## src/rtl/ahb_rom_pkg.sv

```systemverilog
// Shared types and constants for the AHB ROM controller.
// Optional one-word line buffer is enabled with `define ROM_LINEBUF_EN.
`ifndef AHB_TRANS_BITS
`define AHB_TRANS_BITS 2
`endif
`ifndef AHB_ADDR_BITS
`define AHB_ADDR_BITS 32
`endif
`ifndef AHB_SIZE_BITS
`define AHB_SIZE_BITS 3
`endif
`ifndef AHB_DATA_BITS
`define AHB_DATA_BITS 32
`endif
`ifndef AHB_RESP_BITS
`define AHB_RESP_BITS 2
`endif

package ahb_rom_pkg;

  // Controller data-phase states
  typedef enum logic [2:0] {
    IDLE,
    ACCESS,
    WAIT,
    DATA,
    ERR1,
    ERR2
  } rom_state_e;

  // Wait counter covers WAIT_CYCLES in 0..7
  localparam int WAIT_CNT_W = 3;

  // Word index carried around the design: byte address without the low two bits
  localparam int ROM_WORD_IDX_W = `AHB_ADDR_BITS - 2;

  localparam logic [`AHB_TRANS_BITS-1:0] HTRANS_NONSEQ = `AHB_TRANS_BITS'(2);
  localparam logic [`AHB_TRANS_BITS-1:0] HTRANS_SEQ    = `AHB_TRANS_BITS'(3);

  localparam logic [`AHB_RESP_BITS-1:0] HRESP_OKAY  = `AHB_RESP_BITS'(0);
  localparam logic [`AHB_RESP_BITS-1:0] HRESP_ERROR = `AHB_RESP_BITS'(1);

  // Number of word-index bits addressed by a ROM of the given depth
  function automatic int rom_idx_bits(input int depth);
    return $clog2(depth);
  endfunction

endpackage

```

## src/rtl/ahb_rom_linebuf.sv

```systemverilog
// One-entry read buffer (word index, data, valid) for the AHB ROM controller.
// Only instantiated when ROM_LINEBUF_EN is defined.
module ahb_rom_linebuf
  import ahb_rom_pkg::*;
(
  input  logic                      clk,
  input  logic                      rst,
  input  logic                      load,
  input  logic [ROM_WORD_IDX_W-1:0] load_idx,
  input  logic [31:0]               load_data,
  input  logic [ROM_WORD_IDX_W-1:0] lookup_idx,
  output logic                      hit,
  output logic [31:0]               data
);

  logic                      valid_reg;
  logic [ROM_WORD_IDX_W-1:0] idx_reg;
  logic [31:0]               data_reg;

  // Capture the word being returned from ROM; reset invalidates the entry
  always_ff @(posedge clk) begin
    if (rst) begin
      valid_reg <= 1'b0;
      idx_reg   <= '0;
      data_reg  <= '0;
    end else if (load) begin
      valid_reg <= 1'b1;
      idx_reg   <= load_idx;
      data_reg  <= load_data;
    end
  end

  // Compare against what the buffer will hold after this edge, so a read of
  // the same word accepted during the filling DATA cycle also hits.
  assign hit  = load ? (load_idx == lookup_idx) : (valid_reg && (idx_reg == lookup_idx));
  assign data = data_reg;

endmodule

```

## src/rtl/ahb_rom_ctrl.sv

```systemverilog
// AHB slave front-end for a synchronous 32-bit ROM.
// Reads take 2+WAIT_CYCLES data-phase cycles; writes and out-of-range reads
// get a two-cycle ERROR response. Define ROM_LINEBUF_EN to add a one-word
// buffer that returns repeated reads of the same word with zero wait states.
module ahb_rom_ctrl
  import ahb_rom_pkg::*;
#(
  parameter int ROM_DEPTH   = 4096,
  parameter int WAIT_CYCLES = 0
)
(
  input  logic                       clk,
  input  logic                       rst,
  input  logic                       HSEL_S,
  input  logic                       HREADY,
  input  logic [`AHB_TRANS_BITS-1:0] HTRANS,
  input  logic [`AHB_ADDR_BITS-1:0]  HADDR,
  input  logic                       HWRITE,
  input  logic [`AHB_SIZE_BITS-1:0]  HSIZE,
  output logic [`AHB_DATA_BITS-1:0]  HRDATA_S,
  output logic                       HREADY_S,
  output logic [`AHB_RESP_BITS-1:0]  HRESP_S,
  input  logic [31:0]                ROM_out,
  output logic                       ROM_enable,
  output logic                       ROM_read,
  output logic [31:0]                ROM_address
);

  localparam int IDX_W = rom_idx_bits(ROM_DEPTH);
  localparam logic [WAIT_CNT_W-1:0] WAIT_LOAD =
    (WAIT_CYCLES > 0) ? WAIT_CNT_W'(WAIT_CYCLES - 1) : '0;

  rom_state_e                state_reg;
  logic                      hready_reg;
  logic [`AHB_RESP_BITS-1:0] hresp_reg;
  logic                      rom_en_reg;
  logic                      hit_reg;
  logic [WAIT_CNT_W-1:0]     wait_cnt_reg;
  logic [ROM_WORD_IDX_W-1:0] idx_reg;

  logic [ROM_WORD_IDX_W-1:0] req_idx;
  logic                      can_accept;
  logic                      accept;
  logic                      req_bad;
  logic                      buf_hit;
  logic [31:0]               buf_data;
  logic                      unused_inputs;

  // Transfer size and byte lane never matter: the full word is always returned
  assign unused_inputs = ^{HSIZE, HADDR[1:0]};

  assign req_idx    = HADDR[`AHB_ADDR_BITS-1:2];
  // Only the last cycle of a data phase (or idle) may overlap a new address phase
  assign can_accept = (state_reg == IDLE) || (state_reg == DATA) || (state_reg == ERR2);
  assign accept     = can_accept && HSEL_S && HREADY &&
                      ((HTRANS == HTRANS_NONSEQ) || (HTRANS == HTRANS_SEQ));
  // Writes and any index bit above the ROM size are refused
  assign req_bad    = HWRITE || (|(req_idx >> IDX_W));

`ifdef ROM_LINEBUF_EN
  logic buf_load;

  // The word in flight is captured as it is returned, unless it came from the buffer
  assign buf_load = (state_reg == DATA) && !hit_reg;

  ahb_rom_linebuf u_linebuf (
    .clk        (clk),
    .rst        (rst),
    .load       (buf_load),
    .load_idx   (idx_reg),
    .load_data  (ROM_out),
    .lookup_idx (req_idx),
    .hit        (buf_hit),
    .data       (buf_data)
  );
`else
  assign buf_hit  = 1'b0;
  assign buf_data = '0;
`endif

  // Data-phase sequencer with registered bus and ROM strobe outputs
  always_ff @(posedge clk) begin
    if (rst) begin
      state_reg    <= IDLE;
      hready_reg   <= 1'b1;
      hresp_reg    <= HRESP_OKAY;
      rom_en_reg   <= 1'b0;
      hit_reg      <= 1'b0;
      wait_cnt_reg <= '0;
      idx_reg      <= '0;
    end else begin
      rom_en_reg <= 1'b0;
      hit_reg    <= 1'b0;
      case (state_reg)
        IDLE, DATA, ERR2: begin
          if (accept) begin
            if (req_bad) begin
              state_reg  <= ERR1;
              hready_reg <= 1'b0;
              hresp_reg  <= HRESP_ERROR;
            end else if (buf_hit) begin
              state_reg  <= DATA;
              hit_reg    <= 1'b1;
              hready_reg <= 1'b1;
              hresp_reg  <= HRESP_OKAY;
              idx_reg    <= req_idx;
            end else begin
              state_reg  <= ACCESS;
              rom_en_reg <= 1'b1;
              hready_reg <= 1'b0;
              hresp_reg  <= HRESP_OKAY;
              idx_reg    <= req_idx;
            end
          end else begin
            // IDLE/BUSY, unselected, or cancelled after an error
            state_reg  <= IDLE;
            hready_reg <= 1'b1;
            hresp_reg  <= HRESP_OKAY;
          end
        end
        ACCESS: begin
          if (WAIT_CYCLES > 0) begin
            state_reg    <= WAIT;
            wait_cnt_reg <= WAIT_LOAD;
          end else begin
            state_reg  <= DATA;
            hready_reg <= 1'b1;
          end
        end
        WAIT: begin
          if (wait_cnt_reg == '0) begin
            state_reg  <= DATA;
            hready_reg <= 1'b1;
          end else begin
            wait_cnt_reg <= wait_cnt_reg - 1'b1;
          end
        end
        ERR1: begin
          state_reg  <= ERR2;
          hready_reg <= 1'b1;
          hresp_reg  <= HRESP_ERROR;
        end
        default: begin
          state_reg  <= IDLE;
          hready_reg <= 1'b1;
          hresp_reg  <= HRESP_OKAY;
        end
      endcase
    end
  end

  // ROM data is only valid in DATA, so it is steered straight through there
  assign HRDATA_S    = (state_reg == DATA) ? (hit_reg ? buf_data : ROM_out) : '0;
  assign HREADY_S    = hready_reg;
  assign HRESP_S     = hresp_reg;
  assign ROM_enable  = rom_en_reg;
  assign ROM_read    = rom_en_reg;
  assign ROM_address = {idx_reg, 2'b00};

endmodule
```

## config.mk

```make
export PLATFORM = sky130hd
export DESIGN_NAME = ahb_rom_ctrl
export DESIGN_NICKNAME = d
export VERILOG_FILES = /design/src/rtl/ahb_rom_pkg.sv /design/src/rtl/ahb_rom_linebuf.sv /design/src/rtl/ahb_rom_ctrl.sv
export SDC_FILE = /design/constraint.sdc
export NUM_CORES = 1
export LEC_CHECK = 0
export ABC_AREA = 1
export ABC_CLOCK_PERIOD_IN_PS = 2200
export CORE_ASPECT_RATIO = 0.5
export CORE_UTILIZATION = 36
export CTS_CLUSTER_SIZE = 16
export DETAILED_ROUTE_END_ITERATION = 7
export HOLD_SLACK_MARGIN = 0.06
export PLACE_DENSITY = 0.87
export SYNTH_ARGS = -nofsm -noshare
export SYNTH_HDL_FRONTEND = slang
export SYNTH_SLANG_ARGS = --single-unit
```

## constraint.sdc

```tcl
create_clock -name clk -period 2.2 [get_ports clk]
set_clock_uncertainty 0.05 [all_clocks]
set_input_delay 0.33 -clock clk [delete_from_list [all_inputs] [get_ports clk]]
set_output_delay 0.33 -clock clk [all_outputs]
set_load 0.005 [all_outputs]
```

==> results of run 1 <==
## kinds of logic (layout without fill, tap and decap cells)
kind of cell	count (synthesis)	after routing	share of synthesized area, %
flops	39	39	43.2
other cells	1	3	0.208
fa+ha+maj	2	2	1.38
buf+inv	68	198	16.0
simple gates	156	156	35.2
compound gates	11	11	3.95
## stage by stage
step | cell area [µm²] | power, µW | util (%)
3_5_place_dp | 3160 | 1020 | 68.9
5_1_grt | 3290 | 1700 | 71.5
2_1_floorplan | 1810 | 858 | -
6_report | 3290 | 1620 | 71.5
4_1_cts | 3290 | 1640 | 71.5
3_3_place_gp | 3160 | 1010 | 68.9
## how the worst min path moves through the flow
stage / end / slack [ns] / cells past startpoint / from
2_1_floorplan: wait_cnt_reg[0]$_SDFFE_PP0P_ / 0.37 / 1 / wait_cnt_reg[0]$_SDFFE_PP0P_
3_3_place_gp: idx_reg[24]$_SDFFE_PP0P_ / 0.38 / 2 / idx_reg[24]$_SDFFE_PP0P_
3_5_place_dp: idx_reg[16]$_SDFFE_PP0P_ / 0.38 / 2 / idx_reg[16]$_SDFFE_PP0P_
4_1_cts: idx_reg[16]$_SDFFE_PP0P_ / 0.39 / 2 / idx_reg[16]$_SDFFE_PP0P_
5_1_grt: idx_reg[19]$_SDFFE_PP0P_ / 0.40 / 2 / idx_reg[19]$_SDFFE_PP0P_
6_report: idx_reg[18]$_SDFFE_PP0P_ / 0.39 / 2 / idx_reg[18]$_SDFFE_PP0P_
## area by class of cell
cell class | count | area share, %
clock inverters | 2 | 1.18
well taps | 66 | 2.51
flip-flops and latches | 39 | 23.8
multi-input cells | 172 | 22.6
clock buffers | 6 | 2.51
repair buffers | 136 | 41.2
inverters | 54 | 6.17
## power groups by stage
stage	Combinational [µW]	Clock [µW]	Sequential [µW]
CTS	272	636	732
detailed placement	270	0	748
finish	270	621	733
global route	297	670	736
floorplan	112	0	746
global placement	259	0	747
## cells in the mapped netlist (all sizes together)
library cell,count
nand2,45
a21oi,5
nand3,17
inv,53
nor3,2
nand4,1
o211ai,2
o21ai,4
conb,1
nor2,91
buf,8
dfxtp,39
clkinv,1
clkbuf,6
ha,2
## worst min-delay path, stage by stage, from the launching register on
cell and delay [ns]:
dfxtp_1 0.31, nand2_1 0.06, nor2_1 0.03
## routing by layer
metal	vias up	global-route usage [%]	part of all wire, %	routed length (µm)
met2	78	47.1	55	3020
li1	1062	-	-	-
met1	906	16.9	36	1960
met5	-	0	0	0
met4	0	12.6	2.8	157
met3	19	6.18	6.9	380
## what timing repair did
action / CTS / global route
hold buffers: 0 / 0
endpoints found under the setup margin: 0 / 1
resized for setup: 0 / 1
==> impl_results.md, run 1 <==
* Cells after synthesis at 277
* GP Congestion at 0.785
* Top cell type by total area after synthesis: dfxtp_1
* Combinational share of power at 16.6%
* Number of fill cells at 369
* CP Cell Sequence: inv_1, nand3_1, buf_4, nor2_1, clkdlybuf4s50_1
* Flop and latch count out of synthesis at 39
* Clock power share at about two fifths
* Die area at 5320 µm²
* Clk Latency, worst-skew pair at 0.29 ns
* Distinct cell type count after synthesis at 20
* Worst slack, placed at 0.203 ns
* Drt drc at 0
* Antenna violations before repair at 0
* Leakage power at 0.00145 µW
* Worst setup path end: HRDATA_S[22]
* Via count at 2065
* Starting Density at 39.3%
* GRT Total Usage at 21.6%
* Total gr overflow at 0
* Pint at 1250 µW
* Root Buffer: clkbuf_8
* Inst Count DP at around 470
* Vias in the first global route at between 2000 and 2500
* Mapped Area at 1810 µm²
* Synth top area cells: dfxtp_1, nor2_1, inv_1
* Sequential-to-total area share from yosys stat at 43.2%
* Min Hold Slack at 0.391 ns
* Post-route ant nets at 0
* Most frequent cells in the layout: clkdlybuf4s50_1, nor2_1, inv_1
* Avg WL per Cell at 11.6 µm
* Max Freq at 485 MHz
* Largest register FFs at 30
* Worst path slowest cell: clkdlybuf4s50_1
* Critical path launch point: state_reg[2]$_SDFFE_PP0N_
* CTS Buf Count at 5
* First-pass DRT Iterations at 6
* Number of vias per cell at 4.35
* First-pass GRT wire length at 8670 µm
* Syn Area/Cell at 6.52 µm²
* Setup crit end kind: output port
* R2r worst-path depth at 6
* Post-layout minimum cycle time at 2.06 ns
* Worst IR Drop VDD at around 0.00045 V
* Tcrit/Tclk final at 93.7%
* Clock Sinks at 39
* Port Buffers at 133
* Core area at 4590 µm²
* Starting DRT DRC Count at 62
* Status: finished, final reports clean
* Final TNS setup at 0 ns
* CP Max Fanout at 32
* Share of cells above drive strength 1 at under 10%
* Stages on the worst setup path at 5
* Worst-case clock buffer depth at 2
* HPWL Detailed at around 4400 µm
* Rows at 17
* Worst Setup Start Kind: flop
* TritonCTS clock tree: built
* PwrDens at slightly below 500 nW/µm²
* I/O pin count at 143
* WS Path Type: reg -> out
* Non-Filler Instances at approximately 480
* Share of the synthesized area in the top cell type at 43.2%
* Sw power at 370 µW
* WL final at approximately 5500 µm
* Multi-input gate area at between 700 and 800 µm²
* RR Endpoint: idx_reg[23]$_SDFFE_PP0P_
* Max-slew violations at 0
* Syn. warnings at 0
* Reg2reg setup slack at 0.56 ns
* FF+latch area at 782 µm²
* Worst path max stage delay at roughly 0.53 ns
* Endpoints failing hold at 0
* Final setup fails at 0
* WP buf/inv at 3
* CP required at 1.82 ns
* Crit path DAT at 1.68 ns
* Clock transition at path regs at 0.08 ns
* Chip Height at 52.1 µm
* Critical R2R Launch: state_reg[1]$_SDFFE_PP0N_
* H-tree levels at 2
* Die width at 102 µm
* Worst setup margin at 0.140 ns
* Max-cap violations at 0
* Unrepaired setup endpoints after global routing: false
* Switch share at 22.8%
* Largest delay share family, worst path: buffers and inverters
* Largest net degree at the start of global routing at 33
* Sequential share of power at between 40% and 50%
* Area growth, synth to finish at 81.9%
* Number of nets in the layout at 484
* Setup bufs post-CTS at 0
* Min-Delay Path Class: reg -> reg
* Commonest non-fill, non-tap cell in the layout: clkdlybuf4s50_1
* Antenna cells at 0
Note: power is estimated with default switching activity, not from simulation.
==> inputs of run 2 (changes only) <==
GPL_ROUTABILITY_DRIVEN = 0   (was default)
PLACE_DENSITY = 0.92   (was 0.87)
==> impl_results.md, run 2 (synthesized netlist as in run 1, its figures left out) <==
* Rows at 17
* Most frequent cells in the layout: clkdlybuf4s50_1, nor2_1, inv_1
* Antenna cells at 0
* Avg WL per Cell at 11.4 µm
* Die area at 5320 µm²
* Critical R2R Launch: state_reg[1]$_SDFFE_PP0N_
* Setup crit end kind: output port
* Number of nets in the layout at 485
* Reg2reg setup slack at ~0.46 ns
* GRT Total Usage at 20.9%
* Cts hold-fix bufs at 0
* H-tree levels at 2
* Largest net degree at the start of global routing at 33
* HPWL Detailed at 4160 µm
* TritonCTS clock tree: built
* Antenna violations before repair at 0
* Root Buffer: clkbuf_8
* Worst-case clock buffer depth at 2
* Worst Setup Start Kind: flop
* Final TNS setup at 0 ns
* Commonest non-fill, non-tap cell in the layout: clkdlybuf4s50_1
* Starting Density at around two fifths
* Post-layout minimum cycle time at 2.05 ns
* Tcrit/Tclk final at just over 90%
* Max-cap violations at 0
* Die width at 102 µm
* Min-Delay Path Class: reg -> reg
* CP required at 1.82 ns
* Clock transition at path regs at 0.08 ns
* PwrDens at about 500 nW/µm²
* Multi-input gate area at 744 µm²
* Worst IR Drop VDD at 0.000401 V
* CTS Buf Count at 5
* Chip Height at 52.1 µm
* RR Endpoint: idx_reg[26]$_SDFFE_PP0P_
* R2r worst-path depth at 6
* Area growth, synth to finish at 82.5%
* Worst setup path end: HRDATA_S[12]
* Total power at 1640 µW
* Number of fill cells at 337
* Core area at about 4600 µm²
* First-pass GRT wire length at 8580 µm
* Via count at 2042
* WS Path Type: reg -> out
* Max Freq at roughly 490 MHz
* I/O pin count at 143
* Number of vias per cell at 4.29
* Share of cells above drive strength 1 at about 4.4%
* Clk Latency, worst-skew pair at 0.29 ns
* Largest register FFs at 30
* CP Max Fanout at 32
* Max-slew violations at 0
* Final setup fails at 0
* Vias in the first global route at 1963
* Crit path DAT at approximately 1.7 ns
* Starting DRT DRC Count at 104
* Unrepaired setup endpoints after global routing: false
* Critical path launch point: state_reg[2]$_SDFFE_PP0N_
* Total gr overflow at 0
* Port Buffers at between 100 and 150
* Endpoints failing hold at 0
* Leakage power at 0.00145 µW
* Worst slack, placed at 0.308 ns
* Drt drc at 0
* FF+latch area at around 800 µm²
* First-pass DRT Iterations at 4
* Status: finished, final reports clean
* Worst setup margin at 0.152 ns
* Clock Sinks at 39
* Post-route ant nets at 0
* WL final at around 5400 µm
[run 2: changes by cell type in the layout (fill, tap and decap cells not counted), sizes merged]
cell  before  now
buf        3    4
[run 2: final cells by class]
class	count	area share, %
Clock buffer	6	2.50
Clock inverter	2	1.18
Inverter	54	6.15
Multi-Input combinational cell	172	22.6
Sequential cell	39	23.7
Tap cell	66	2.50
Timing Repair Buffer	137	41.4
[run 2: worst min path at each step]
stage                                         endpoint  slack, ns  depth (start not counted)                         start
after floorplan           wait_cnt_reg[0]$_SDFFE_PP0P_       0.37                          1  wait_cnt_reg[0]$_SDFFE_PP0P_
after global placement        idx_reg[20]$_SDFFE_PP0P_       0.38                          2      idx_reg[20]$_SDFFE_PP0P_
after detailed placement      idx_reg[25]$_SDFFE_PP0P_       0.38                          2      idx_reg[25]$_SDFFE_PP0P_
after CTS                     idx_reg[25]$_SDFFE_PP0P_       0.39                          2      idx_reg[25]$_SDFFE_PP0P_
after global routing          idx_reg[14]$_SDFFE_PP0P_       0.40                          2      idx_reg[14]$_SDFFE_PP0P_
final                         idx_reg[19]$_SDFFE_PP0P_       0.39                          2      idx_reg[19]$_SDFFE_PP0P_
[run 2: metrics by stage]
step | area (µm²) | instances | util [%] | hold slack, ns
global placement | 3170 | 468 | 69.0 | 0.377
floorplan | 1810 | 279 | - | 0.374
detailed placement | 3170 | 468 | 69.0 | 0.378
finish | 3300 | 476 | 71.8 | 0.391
CTS | 3290 | 476 | 71.7 | 0.392
global route | 3300 | 476 | 71.8 | 0.401
[run 2: report_power, final]
part	switching (µW)	internal [µW]	total, µW	leakage [µW]
Combinational	110	162	272	0.00108
Clock	262	373	635	0.0000618
Sequential	13.1	720	733	0.000315
[run 2: metal layers]
| metal | wire length (µm) | track usage [%] |
|---|---|---|
| met1 | 2210 | 21.2 |
| met4 | 98 | 9.76 |
| met3 | 298 | 4.57 |
| met2 | 2810 | 41.3 |
| met5 | 0 | 0 |
[run 2: repair_timing]
| action | CTS | global route |
|---|---|---|
| buffers inserted | 0 | 0 |
| hold endpoints to repair | 0 | 0 |
| resized for setup | 0 | 2 |
| setup endpoints to repair | 0 | 14 |
[run 2: worst max-delay path, stage by stage (launching register included)]
cell	delay [ns]
dfxtp_1	0.35
inv_1	0.10
nand3_1	0.08
buf_6	0.19
nor2_1	0.12
clkdlybuf4s50_1	0.53
==> inputs of run 3 (changes only) <==
ABC_AREA = default   (was 1)
CORE_MARGIN = 2   (was default)
HOLD_SLACK_MARGIN = 0.03   (was 0.06)
PLACE_DENSITY = 0.9   (was 0.92)
==> impl_results.md, run 3 <==
* Worst IR Drop VDD at 0.000306 V
* Starting DRT DRC Count at 111
* Most frequent cells after synthesis: and2_1, dfxtp_1, a21oi_1, o31ai_1, o2111ai_1
* Core area at 4950 µm²
* Syn Area/Cell at 9.42 µm²
* WS Path Type: reg -> out
* WL final at 5980 µm
* Crit path DAT at 1.75 ns
* R2r worst-path depth at 6
* Antenna cells at 0
* Pin slew with the least headroom to its limit at 0.520 ns
* Cts hold-fix bufs at 0
* Via count at 1956
* Unrepaired setup endpoints after global routing: false
* Antenna violations before repair at 0
* Pint at 1170 µW
* Drt drc at 0
* First-pass GRT wire length at 9000 µm
* Worst slack, placed at roughly 0.033 ns
* Leakage power at 0.00122 µW
* Switch share at between 20% and 30%
* Endpoints failing hold at 0
* Port Buffers at 133
* EDFF count, synth at 0
* Syn. warnings at 0
* First-pass DRT Iterations at 4
* H-tree levels at 2
* Sequential-to-total area share from yosys stat at 41.9%
* GRT Total Usage at 20.3%
* Share of cells above drive strength 1 at 11.2%
* Rows at 18
* Sequential share of power at between 40% and 50%
* Post-synth ARST share at 0%
* Post-layout minimum cycle time at between 2 and 2.5 ns
* Root Buffer: clkbuf_8
* Number of nets in the layout at 406
* Setup bufs post-CTS at 0
* Min Hold Slack at 0.414 ns
* Die width at 106 µm
* Largest net degree at the start of global routing at 33
* Min-Delay Path Class: reg -> reg
* Total gr overflow at 0
* CP Max Fanout at 32
* CTS Buf Count at 5
* Vias in the first global route at about 1900
* Area growth, synth to finish at 81.1%
* Final TNS setup at 0 ns
* Flop and latch count out of synthesis at 39
* Synth top area cells: dfxtp_1, and2_1, o2111ai_1
* Most frequent cells in the layout: clkdlybuf4s50_1, and2_1, dfxtp_1
* Clk Latency, worst-skew pair at between 0.2 and 0.3 ns
* Top cell type by total area after synthesis: dfxtp_1
* Clock Sinks at 39
* Mapped Area at 1870 µm²
* Worst slew margin at 65.1%
* Ys flop type: dfxtp_1
* Worst Setup Start Kind: flop
* Starting Density at 37.7%
* Distinct cell type count after synthesis at 35
* Number of fill cells at 368
* TritonCTS clock tree: built
* Worst-case clock buffer depth at 2
* Clock power share at 32.5%
* Sw power at 419 µW
* Tcrit/Tclk final at 97.0%
* I/O pin count at between 100 and 150
* Status: finished, final reports clean
* Final Util at ~70%
* Most common cell in the netlist: and2_1
* Worst setup margin at 0.0654 ns
* Max-slew violations at 0
* Number of vias per cell at 4.88
* CP required at around 1.8 ns
* Hold Crit Depth at 1
* Setup crit end kind: output port
* Max-cap violations at 0
* Post-cts sizing count at 3
* PwrDens at 470 nW/µm²
* Max Freq at roughly 470 MHz
* Clock transition at path regs at ~0.080 ns
* Cells after synthesis at around 200
* Share of the synthesized area in the top cell type at 41.9%
* Avg WL per Cell at 14.9 µm
* Die area at around 5800 µm²
* Largest register FFs at 30
* Final setup fails at 0
* HPWL Detailed at ~4900 µm
* Post-route ant nets at 0
* Commonest non-fill, non-tap cell in the layout: clkdlybuf4s50_1
* Chip Height at approximately 55 µm
* Combinational share of power at approximately a fifth
[run 3: cell count changes in the layout (fill, tap and decap cells not counted), sizes merged, moves of 12 or more]
cell / previous run / this run
inv: 54 / 5
nand2: 45 / 1
and2: 0 / 51
nand3: 17 / 0
nor2: 91 / 6
a21oi: 5 / 18
o31ai: 0 / 13
o2111ai: 0 / 12
[run 3: worst paths after layout]
kind / start / to / slack (ns)
max: state_reg[2]$_SDFFE_PP0N_ / HRDATA_S[8] / 0.07
min: idx_reg[27]$_SDFFE_PP0P_ / idx_reg[27]$_SDFFE_PP0P_ / 0.41
max reg2reg: wait_cnt_reg[0]$_SDFFE_PP0P_ / wait_cnt_reg[1]$_SDFFE_PP0P_ / 0.46
min reg2reg: idx_reg[27]$_SDFFE_PP0P_ / idx_reg[27]$_SDFFE_PP0P_ / 0.41
[run 3: per-stage QoR]
step | instances | cell area (µm²) | power [µW]
CTS | 401 | 3380 | 1600
global route | 401 | 3380 | 1660
finish | 401 | 3380 | 1590
floorplan | 200 | 1870 | 893
global placement | 393 | 3270 | 1070
detailed placement | 393 | 3270 | 1080
[run 3: power by group through the flow]
| stage | Clock [µW] | Sequential, µW | Combinational [µW] |
|---|---|---|---|
| 4_1_cts | 528 | 735 | 337 |
| 5_1_grt | 558 | 738 | 360 |
| 6_report | 515 | 735 | 337 |
| 3_3_place_gp | 0 | 749 | 319 |
| 3_5_place_dp | 0 | 751 | 334 |
| 2_1_floorplan | 0 | 743 | 149 |
[run 3: critical path, stage by stage (launching register included)]
cell	delay (ns)
dfxtp_4	0.38
and3b_2	0.27
buf_12	0.15
and2_1	0.15
clkdlybuf4s50_1	0.51
[run 3: routing by layer]
layer / vias to the layer above / routed length [µm] / GRT usage, %
met3: 12 / 360 / 5.74
met2: 80 / 3210 / 43.1
met1: 904 / 2240 / 19.6
li1: 960 / - / -
met4: 0 / 165 / 7.89
met5: - / 0 / 0
[run 3: area by class of cell]
class	instances	area [µm²]	share of cell area, %
inverters	5	18.8	0.556
multi-input cells	136	968	28.7
clock inverters	2	16.3	0.481
repair buffers	143	1420	42.0
flip-flops and latches	39	786	23.3
well taps	70	87.6	2.59
clock buffers	6	82.6	2.44
[run 3: kinds of logic after synthesis]
family	after synthesis	synth area share, %
buffers and inverters	25	6.71
adders and majority gates	2	1.34
xor gates and xnor gates	2	0.939
AOI/OAI and AO/OA	49	18.8
and+or+nand+nor	80	30.2
other	1	0.201
DFF	39	41.9
